<file path="config.mk">
export PLATFORM = sky130hd
export DESIGN_NAME = bf_stream_sequencer
export DESIGN_NICKNAME = d
export VERILOG_FILES = /design/src/rtl/bf_stream_sequencer.sv
export SDC_FILE = /design/constraint.sdc
export NUM_CORES = 1
export LEC_CHECK = 0
export BUFFER_PORTS_ARGS = -buffer_cell sky130_fd_sc_hd__buf_2
export CELL_PAD_IN_SITES_DETAIL_PLACEMENT = 0
export CELL_PAD_IN_SITES_GLOBAL_PLACEMENT = 1
export CORE_AREA = 2 2 165 167
export CTS_BUF_LIST = sky130_fd_sc_hd__clkbuf_4
export DETAILED_ROUTE_END_ITERATION = 8
export DIE_AREA = 0 0 167 169
export PLACE_DENSITY = 0.59
export SYNTH_ARGS = -nofsm -noshare
export SYNTH_HDL_FRONTEND = slang
export SYNTH_SLANG_ARGS = --single-unit
export TNS_END_PERCENT = 1
</file>
<file path="constraint.sdc">
create_clock -name clk -period 4.85 [get_ports clk]
set_input_delay 0.97 -clock clk [delete_from_list [all_inputs] [get_ports clk]]
set_output_delay 0.97 -clock clk [all_outputs]
set_load 0.05 [all_outputs]
</file>
<file path="src/rtl/bf_stream_sequencer.sv">
// Streams two polynomials from polynomial RAM through the 4-lane butterfly (ADDSUB or pointwise MULT)
// and writes the results back. MULT mode is only built when BF_SEQ_MULT_EN is defined.
module bf_stream_sequencer #(
   parameter int N_WORDS         = 32,
   parameter int WB_DELAY_ADDSUB = 4,
   parameter int WB_DELAY_MULT   = 18
) (
   input  logic        clk,
   input  logic        rst,
   input  logic        start,
   input  logic [1:0]  op_mode,
   input  logic        op_sub,
   output logic        busy,
   output logic        done,
   output logic        err,
   output logic        mem_rd_en,
   output logic        mem_rd_sel,
   output logic [4:0]  mem_rd_addr,
   input  logic [95:0] mem_rd_data,
   output logic        coef_rd_en,
   output logic [4:0]  coef_rd_addr,
   output logic [1:0]  bf_mode,
   output logic [2:0]  bf_stage,
   output logic        bf_type,
   output logic        bf_pre_load,
   output logic        bf_load,
   output logic [95:0] bf_in_data,
   input  logic [95:0] bf_out_data,
   output logic        mem_wr_en,
   output logic [4:0]  mem_wr_addr,
   output logic [95:0] mem_wr_data
);

   typedef enum logic [1:0] {S_IDLE, S_RUN, S_DRAIN, S_DONE} state_t;

   localparam logic [1:0] MODE_ADDSUB = 2'd3;
   localparam logic [7:0] J_LAST_A    = 8'(2 * N_WORDS - 1);
   localparam logic [5:0] WR_LAST     = 6'(N_WORDS - 1);

`ifdef BF_SEQ_MULT_EN
   localparam bit         MULT_EN   = 1'b1;
   localparam logic [1:0] MODE_MULT = 2'd2;
   localparam logic [7:0] J_LAST_M  = 8'(4 * N_WORDS - 1);
`else
   localparam bit         MULT_EN   = 1'b0;
`endif

   // One shared token line; each mode taps it at its own pipeline depth.
   localparam int DL_LEN = (MULT_EN && (WB_DELAY_MULT > WB_DELAY_ADDSUB)) ?
                           WB_DELAY_MULT : WB_DELAY_ADDSUB;

   state_t      state_reg;
   logic [7:0]  j_reg;
   logic [2:0]  drain_cnt_reg;
   logic [5:0]  wr_cnt_reg;
   logic        busy_reg, done_reg, err_reg;
   logic        rd_en_reg, rd_sel_reg;
   logic [4:0]  rd_addr_reg;
   logic [1:0]  mode_reg;
   logic [2:0]  stage_reg;
   logic        type_reg, pre_load_reg, load_reg;
   logic [DL_LEN-1:0] dl_reg;

   logic [7:0]  j_next;
   logic [7:0]  j_last;
   logic [2:0]  drain_len;
   logic [2:0]  stage_of_j;
   logic        is_mult;
   logic        mode_legal;
   logic        dl_tap;

   assign j_next = j_reg + 8'd1;

`ifdef BF_SEQ_MULT_EN
   assign is_mult    = (mode_reg == MODE_MULT);
   assign mode_legal = (op_mode == MODE_ADDSUB) || (op_mode == MODE_MULT);
   assign j_last     = is_mult ? J_LAST_M : J_LAST_A;
   assign drain_len  = is_mult ? 3'd4 : 3'd2;
   assign dl_tap     = is_mult ? dl_reg[WB_DELAY_MULT-1] : dl_reg[WB_DELAY_ADDSUB-1];
`else
   assign is_mult    = 1'b0;
   assign mode_legal = (op_mode == MODE_ADDSUB);
   assign j_last     = J_LAST_A;
   assign drain_len  = 3'd2;
   assign dl_tap     = dl_reg[WB_DELAY_ADDSUB-1];
`endif

   assign stage_of_j = is_mult ? {1'b0, j_reg[1:0]} : {2'b00, j_reg[0]};

   always_ff @(posedge clk or posedge rst) begin
      if (rst) begin
         state_reg     <= S_IDLE;
         j_reg         <= '0;
         drain_cnt_reg <= '0;
         wr_cnt_reg    <= '0;
         busy_reg      <= 1'b0;
         done_reg      <= 1'b0;
         err_reg       <= 1'b0;
         rd_en_reg     <= 1'b0;
         rd_sel_reg    <= 1'b0;
         rd_addr_reg   <= '0;
         mode_reg      <= '0;
         stage_reg     <= '0;
         type_reg      <= 1'b0;
         pre_load_reg  <= 1'b0;
         load_reg      <= 1'b0;
      end else begin
         done_reg <= 1'b0;
         err_reg  <= 1'b0;
         case (state_reg)
            S_IDLE: begin
               if (start) begin
                  if (mode_legal) begin
                     state_reg     <= S_RUN;
                     busy_reg      <= 1'b1;
                     mode_reg      <= op_mode;
                     type_reg      <= op_sub & (op_mode == MODE_ADDSUB);
                     j_reg         <= '0;
                     drain_cnt_reg <= '0;
                     wr_cnt_reg    <= '0;
                     rd_en_reg     <= 1'b1;
                     rd_sel_reg    <= 1'b0;
                     rd_addr_reg   <= '0;
                  end else begin
                     err_reg <= 1'b1;
                  end
               end
            end
            S_RUN: begin
               // Outputs describe the data cycle of the read issued this cycle.
               pre_load_reg <= rd_en_reg & ~rd_sel_reg;
               load_reg     <= rd_en_reg & rd_sel_reg;
               stage_reg    <= stage_of_j;
               j_reg        <= j_next;
               if (j_reg == j_last) begin
                  rd_en_reg     <= 1'b0;
                  rd_sel_reg    <= 1'b0;
                  rd_addr_reg   <= '0;
                  drain_cnt_reg <= '0;
                  state_reg     <= S_DRAIN;
               end else begin
                  rd_en_reg   <= ~is_mult | ~j_next[1];
                  rd_sel_reg  <= j_next[0];
                  rd_addr_reg <= is_mult ? j_next[6:2] : j_next[5:1];
               end
            end
            S_DRAIN: begin
               pre_load_reg <= 1'b0;
               load_reg     <= 1'b0;
               if (drain_cnt_reg != drain_len) begin
                  stage_reg     <= stage_of_j;
                  j_reg         <= j_next;
                  drain_cnt_reg <= drain_cnt_reg + 3'd1;
               end else begin
                  stage_reg <= '0;
               end
            end
            S_DONE: begin
               state_reg    <= S_IDLE;
               busy_reg     <= 1'b0;
               mode_reg     <= '0;
               type_reg     <= 1'b0;
               stage_reg    <= '0;
               pre_load_reg <= 1'b0;
               load_reg     <= 1'b0;
            end
            default: state_reg <= S_IDLE;
         endcase

         if (dl_tap) begin
            wr_cnt_reg <= wr_cnt_reg + 6'd1;
            if (wr_cnt_reg == WR_LAST) begin
               state_reg <= S_DONE;
               done_reg  <= 1'b1;
            end
         end
      end
   end

   // A token enters on every B-load cycle and marks the cycle its result appears.
   generate
      if (DL_LEN > 1) begin : g_dl_multi
         always_ff @(posedge clk or posedge rst) begin
            if (rst) dl_reg <= '0;
            else     dl_reg <= {dl_reg[DL_LEN-2:0], load_reg};
         end
      end else begin : g_dl_single
         always_ff @(posedge clk or posedge rst) begin
            if (rst) dl_reg <= '0;
            else     dl_reg <= load_reg;
         end
      end
   endgenerate

`ifdef BF_SEQ_MULT_EN
   logic       coef_en_reg;
   logic [4:0] coef_addr_reg;

   // Zeta pair k is fetched while word k's B operand is read.
   always_ff @(posedge clk or posedge rst) begin
      if (rst) begin
         coef_en_reg   <= 1'b0;
         coef_addr_reg <= '0;
      end else if (state_reg == S_RUN && j_reg != j_last && is_mult && j_next[1:0] == 2'b01) begin
         coef_en_reg   <= 1'b1;
         coef_addr_reg <= j_next[6:2];
      end else begin
         coef_en_reg   <= 1'b0;
         coef_addr_reg <= '0;
      end
   end

   assign coef_rd_en   = coef_en_reg;
   assign coef_rd_addr = coef_addr_reg;
`else
   assign coef_rd_en   = 1'b0;
   assign coef_rd_addr = '0;
`endif

   assign busy        = busy_reg;
   assign done        = done_reg;
   assign err         = err_reg;
   assign mem_rd_en   = rd_en_reg;
   assign mem_rd_sel  = rd_sel_reg;
   assign mem_rd_addr = rd_addr_reg;
   assign bf_mode     = mode_reg;
   assign bf_stage    = stage_reg;
   assign bf_type     = type_reg;
   assign bf_pre_load = pre_load_reg;
   assign bf_load     = load_reg;
   assign bf_in_data  = mem_rd_data;
   assign mem_wr_en   = dl_tap;
   assign mem_wr_addr = wr_cnt_reg[4:0];
   assign mem_wr_data = bf_out_data;

endmodule

</file>
==> results.cfg, run 1 <==
[sta]
setup_tns_ns = 0
hold_violations = 0
slew_headroom_pct = 65.6
final_max_slew_viol_count = 0
finClkSkew_ns = 0.00387
max_freq_mhz = 386
whs_ns = 0.359
rsz0062_at_grt = no
layout_setup_ws_ns = 2.26
post-route-period-util_pct = 53.4
worst_slew_pin_slew_ns = 0.516
fin_crit_ns = 2.59
finalSetupViolCount = 0

[final_layout]
multi_input_area_um2 = 796
layout_common_cells = 39 x dfrtp_1, 27 x buf_2, 24 x nand2_1
nets = 422
layout_commonest_cell = dfrtp_1
drive_gt1_share_pct = 18.1
fill_cells = 3062
diodes = 0
finalInstanceArea_um2 = 2440
final-seq-area_um2 = 976
largest_reg_flops = 8
area_delta_synth_final_pct = -27.1

[critical_path]
cp-start-kind = flop
crit_path_max_fanout = 13
critPathKind = flop to flop
worst_setup_path_end_kind = flop
cp_data_required_time_ns = 5.08
arrival_ns = 2.82

[clock_network]
clk_pin_slew_ns = 0.12
clk_latency_ns = 0.33
htreeDepth = 2
cts_buffers = 5
cts-resized-gates = 0
cts_hold_buf = 0
cts_tree = done
cts_setup_buffers = 0
clk_path_buf_depth = 2
cts_num_sinks = 39
cts_root_buf = clkbuf_4

[synth]
syn_inst = 382
avgSynthCellArea_um2 = 8.77
ys_ff_latch = 39
synth_warnings = 0
synthArstFlopShare_pct = 100
yosysSeqAreaShare_pct = 29.1
ys_types = 37
synth_flop_cell = dfrtp_1
syn-cell-area_um2 = 3350
synth_edf_count = 0

[floorplan]
dieArea_um2 = 28200
die_w_um = 167
start_util_pct = 12.6
io_pins = 420
rows = 60
core-area_um2 = 26500
fp.dieH_um = 169

[routing]
routed_wl_mm = 7.52
vias = 1719
route.detailed.drc = 0
wire_per_inst_um = 13.5
dr.pass1.iters = 4
drtIter0Drc = 126
vias_per_cell = 3.09
drtAntennaViolNets = 0

[placed_design]
dpl.hpwl_mm = 5.78
placed_cell_area_um2 = 2390
dp_slack_ns = 2.12
io_buffers = 27
gp_congestion = 0.670

[grt]
antenna_found_initial = 0
grt_pass1_vias = 1813
grt_max_degree = 40
grt_use_total_pct = 5.18
grt_remaining_overflow = 0
grt_pass1_wl_mm = 11.2

[flow_run]
cap_violations = 0

[power]
peakVddDrop_mv = 0.0654
powerDensity_nw_per_um2 = 209
total_leakage_power_uw = 0.00102

[hold_path]
holdCritPathClass = flop to flop

[status]
status = finished clean
-- kinds of logic (layout without fill, tap and decap cells) --
group           Yosys count  after routing  share of synthesized area (%)
flops                    39             39                           29.1
xor+xnor                  5              5                           1.31
mux                       3              3                          0.934
compound gates           50             50                           9.49
simple gates             53             53                           7.77
buf+inv                 222             49                           47.9
other cells               1              8                          0.112
fa+ha+maj                 9              9                           3.36
-- power breakdown --
| group | switching [µW] | internal, µW | total (µW) |
|---|---|---|---|
| Clock | 107 | 54.1 | 161 |
| Sequential | 0 | 325 | 325 |
| Combinational | 21.2 | 2.11 | 23.3 |
-- critical path: stages, from the launching register on --
cell,delay [ns]
dfrtp_1,0.43
inv_1,0.14
ha_1,0.34
nand4_2,0.27
a221o_1,0.58
a21oi_1,0.34
mux2_2,0.38
-- area by class of cell --
type / instances / area share (%)
sequential: 39 / 40.0
clock buffer: 5 / 1.54
inverter: 13 / 2.00
timing repair buffer: 28 / 5.84
clock inverter: 3 / 0.615
multi-input combinational: 128 / 32.6
tap: 341 / 17.5
-- layer usage --
| layer | part of all wire [%] | up-vias | track usage (%) |
|---|---|---|---|
| met4 | 11 | 0 | 5.70 |
| met1 | 34 | 779 | 5.09 |
| met5 | 0 | - | 0.348 |
| li1 | - | 693 | - |
| met3 | 18 | 80 | 4.26 |
| met2 | 37 | 167 | 6.26 |
-- final timing paths --
path	slack (ns)	depth (start not counted)	start	to
worst max-delay path	2.26	6	state_reg[1]$_DFF_PP0_	drain_cnt_reg[1]$_DFFE_PP0P_
worst min-delay path	0.36	0	dl_reg[0]$_DFF_PP0_	dl_reg[1]$_DFF_PP0_
worst max register to register	2.26	6	state_reg[1]$_DFF_PP0_	drain_cnt_reg[1]$_DFFE_PP0P_
worst min register to register	0.36	0	dl_reg[0]$_DFF_PP0_	dl_reg[1]$_DFF_PP0_
max in group asynchronous	3.75	3	rst	j_reg[6]$_DFFE_PP0P_
min in group asynchronous	0.73	3	rst	bf_mode[0]$_DFFE_PP0P_
-- synth_stat cells (2+ instances only) --
library cell	n	area share (%)
ha_1	9	3.4
dfrtp_1	39	29
nor2_1	9	1.0
nand3_1	6	0.90
xor2_1	4	1.0
and4_1	2	0.52
a21oi_1	7	1.0
o21a_1	3	0.67
mux2i_1	2	0.60
nand4_1	2	0.37
a32o_1	2	0.60
o31ai_1	4	0.90
o21ai_0	23	3.4
and2_1	2	0.37
buf_4	205	46
nand2_1	24	2.7
inv_1	13	1.5
clkbuf_1	2	0.22
buf_2	2	0.30
a221o_1	4	1.2
nand2b_1	2	0.37
-- stage by stage --
stage	std cells	util, %	total power (µW)
final	557	9.22	510
after global routing	557	9.22	540
after CTS	557	9.22	522
after detailed placement	549	9.02	355
after global placement	549	9.02	355
after floorplan	389	-	781
(Power assumes the default switching activity.)
==> run 2, diff against run 1 <==
--- a/config.mk
+++ b/config.mk
@@ -5,6 +5,7 @@
 export SDC_FILE = /design/constraint.sdc
 export NUM_CORES = 1
 export LEC_CHECK = 0
+export ABC_AREA = 1
 export BUFFER_PORTS_ARGS = -buffer_cell sky130_fd_sc_hd__buf_2
 export CELL_PAD_IN_SITES_DETAIL_PLACEMENT = 0
 export CELL_PAD_IN_SITES_GLOBAL_PLACEMENT = 1
@@ -12,7 +13,7 @@
 export CTS_BUF_LIST = sky130_fd_sc_hd__clkbuf_4
 export DETAILED_ROUTE_END_ITERATION = 8
 export DIE_AREA = 0 0 167 169
-export PLACE_DENSITY = 0.59
+export PLACE_DENSITY = 0.62
 export SYNTH_ARGS = -nofsm -noshare
 export SYNTH_HDL_FRONTEND = slang
 export SYNTH_SLANG_ARGS = --single-unit
==> constraint.sdc (replaced) <==
create_clock -name clk -period 2.19 [get_ports clk]
set_input_delay 0.438 -clock clk [delete_from_list [all_inputs] [get_ports clk]]
set_output_delay 0.438 -clock clk [all_outputs]
set_load 0.05 [all_outputs]
==> run 2 against run 1 <==
Against the previous run:
- synthesized cell count rose by 14%
- routed wire length rose by 3.3%
- sequential power rose to 3.2 times the previous value
==> results.cfg, run 2 <==
[power]
combPwrFrac_pct = 44.0
clock_power_share_pct = 20.9
power.internal_uw = 1580
swShare_pct = 47.2
p_switching_uw = 1410
powerDensity_nw_per_um2 = 1120
power_frac_seq_pct = 35.1
total_leakage_power_uw = 0.00132
peakVddDrop_mv = 0.672

[critical_path]
cp.buffers_inverters = 1
critPathTopFamily = flip-flops
slowest_delay_ns = 0.50
arrival_ns = 1.16
cp_cell_sequence = buf_2
cp-start-kind = flop
critPathKind = flop to output pin
worst_setup_path_end_kind = output pin
crit_slowest_cell = dfrtp_1
crit_path_max_fanout = 8
cp_data_required_time_ns = 1.75

[sta]
hold_violations = 0
slew_headroom_pct = 65.5
setup_tns_ns = 0
post-route-period-util_pct = 72.8
finalSetupViolCount = 0
worst_slew_pin_slew_ns = 0.518
rsz0062_at_grt = no
max_freq_mhz = 627
fin_crit_ns = 1.59
final_max_slew_viol_count = 0
finClkSkew_ns = 0.0182

[grt]
grt_pass1_vias = 1984
grt_use_total_pct = 5.40
grt_max_degree = 40
antenna_found_initial = 0
grt_remaining_overflow = 0
grt_pass1_wl_mm = 11.6

[placed_design]
gp_congestion = 0.706
placed_cell_area_um2 = 2550
io_buffers = 27
dpl.hpwl_mm = 6.11

[routing]
vias = 1853
route.detailed.drc = 0
wire_per_inst_um = 12.6
drtAntennaViolNets = 0
dr.pass1.iters = 4
vias_per_cell = 3.02
drtIter0Drc = 86
routed_wl_mm = 7.76

[floorplan]
io_pins = 420
rows = 60
core-area_um2 = 26500
fp.dieH_um = 169
die_w_um = 167
start_util_pct = 13.2
dieArea_um2 = 28200

[final_layout]
finalInstanceArea_um2 = 2660
area_delta_synth_final_pct = -23.8
layout_common_cells = 82 x nand2_1, 39 x dfrtp_1, 27 x inv_1, 27 x buf_2, 16 x nand3_1
drive_gt1_share_pct = 20.1
layout_commonest_cell = nand2_1
diodes = 0
largest_reg_flops = 8
nets = 479

[synth]
avgSynthCellArea_um2 = 8.04
synth_warnings = 0
synth.most_common_cell = buf_4
synthArstFlopShare_pct = 100
synth_edf_count = 0
ys_ff_latch = 39
syn-cell-area_um2 = 3490
synth_top_area_share_pct = 44.1
yosys-top-cells-count = 205 x buf_4, 82 x nand2_1, 39 x dfrtp_1, 27 x inv_1, 16 x nand3_1
synthTopCellsByArea = buf_4 44%, dfrtp_1 28%, nand2_1 8.8%
yosysSeqAreaShare_pct = 28.0
ys_types = 27
syn_inst = 434
synth_flop_cell = dfrtp_1
yosys.area.top_type = buf_4

[clock_network]
cts_num_sinks = 39
cts_buffers = 5
cts_hold_buf = 0
cts_setup_buffers = 0
clk_pin_slew_ns = 0.13
cts_tree = done
cts-resized-gates = 0
clk_path_buf_depth = 2
cts_root_buf = clkbuf_4
htreeDepth = 2
clk_latency_ns = 0.36

[hold_path]
holdCritPathClass = primary input to async pin

[status]
status = finished clean

[flow_run]
cap_violations = 0
==> run 2: cell families (layout without fill, tap and decap cells) <==
kind of cell	count (synthesis)	after routing	share of synthesized area, %
AOI/OAI and AO/OA	19	19	3.48
adders and majority gates	9	9	3.23
xor gates and xnor gates	5	5	1.26
DFF	39	39	28.0
buffers and inverters	234	66	47.2
other	1	8	0.108
and+or+nand+nor	127	127	16.7
==> run 2: final timing paths <==
kind,endpoint,cells after the start,slack (ns),startpoint
hold / removal,dl_reg[0]$_DFF_PP0_,3,0.20,rst
setup reg to reg,drain_cnt_reg[0]$_DFFE_PP0P_,8,0.65,state_reg[0]$_DFF_PP0_
max in group asynchronous,bf_stage[0]$_DFFE_PP0P_,3,1.62,rst
min in group clk,bf_type$_DFFE_PP0P_,3,0.34,op_sub
hold reg to reg,dl_reg[2]$_DFF_PP0_,0,0.36,dl_reg[1]$_DFF_PP0_
setup / recovery,mem_wr_en,1,0.60,dl_reg[3]$_DFF_PP0_
==> run 2: metrics by stage <==
step           hold WS, ns  cells  utilization [%]  worst slack [ns]  total power, µW
6_report             0.205    614             10.0             0.596             2980
5_1_grt              0.245    614             10.0             0.465             3210
4_1_cts              0.233    614             10.0             0.580             3030
3_5_place_dp         0.341    606             9.63             0.645             2400
3_3_place_gp         0.334    606             9.63             0.682             2410
2_1_floorplan        0.331    441                -             0.820             3050
==> run 2: metal layers <==
layer  vias up  track usage [%]  part of all wire (%)
met3        89             4.49                    18
met2       168             6.87                    38
met1       798             4.98                    33
met4         2             5.77                    11
li1        796                -                     -
met5         -             1.22                  0.59
==> run 2: layout make-up <==
cell class	count	area, µm²
Tap cell	341	427
Multi-Input combinational cell	168	891
Clock inverter	2	60.1
Fill cell	3060	23800
Sequential cell	39	976
Timing Repair Buffer	29	150
Clock buffer	6	45.0
Inverter	29	109
==> run 2: power by group through the flow <==
stage               logic (µW)  registers [µW]  clock network [µW]
detailed placement        1340            1070                   0
global route              1450            1080                 674
CTS                       1340            1050                 639
global placement          1340            1070                   0
finish                    1310            1050                 624
floorplan                 1690            1360                   0
==> run 2: tightest hold or removal path: cells and delay by family <==
| kind | cells | cell delay (ns) |
|---|---|---|
| buf+inv | 3 | 0.58 |
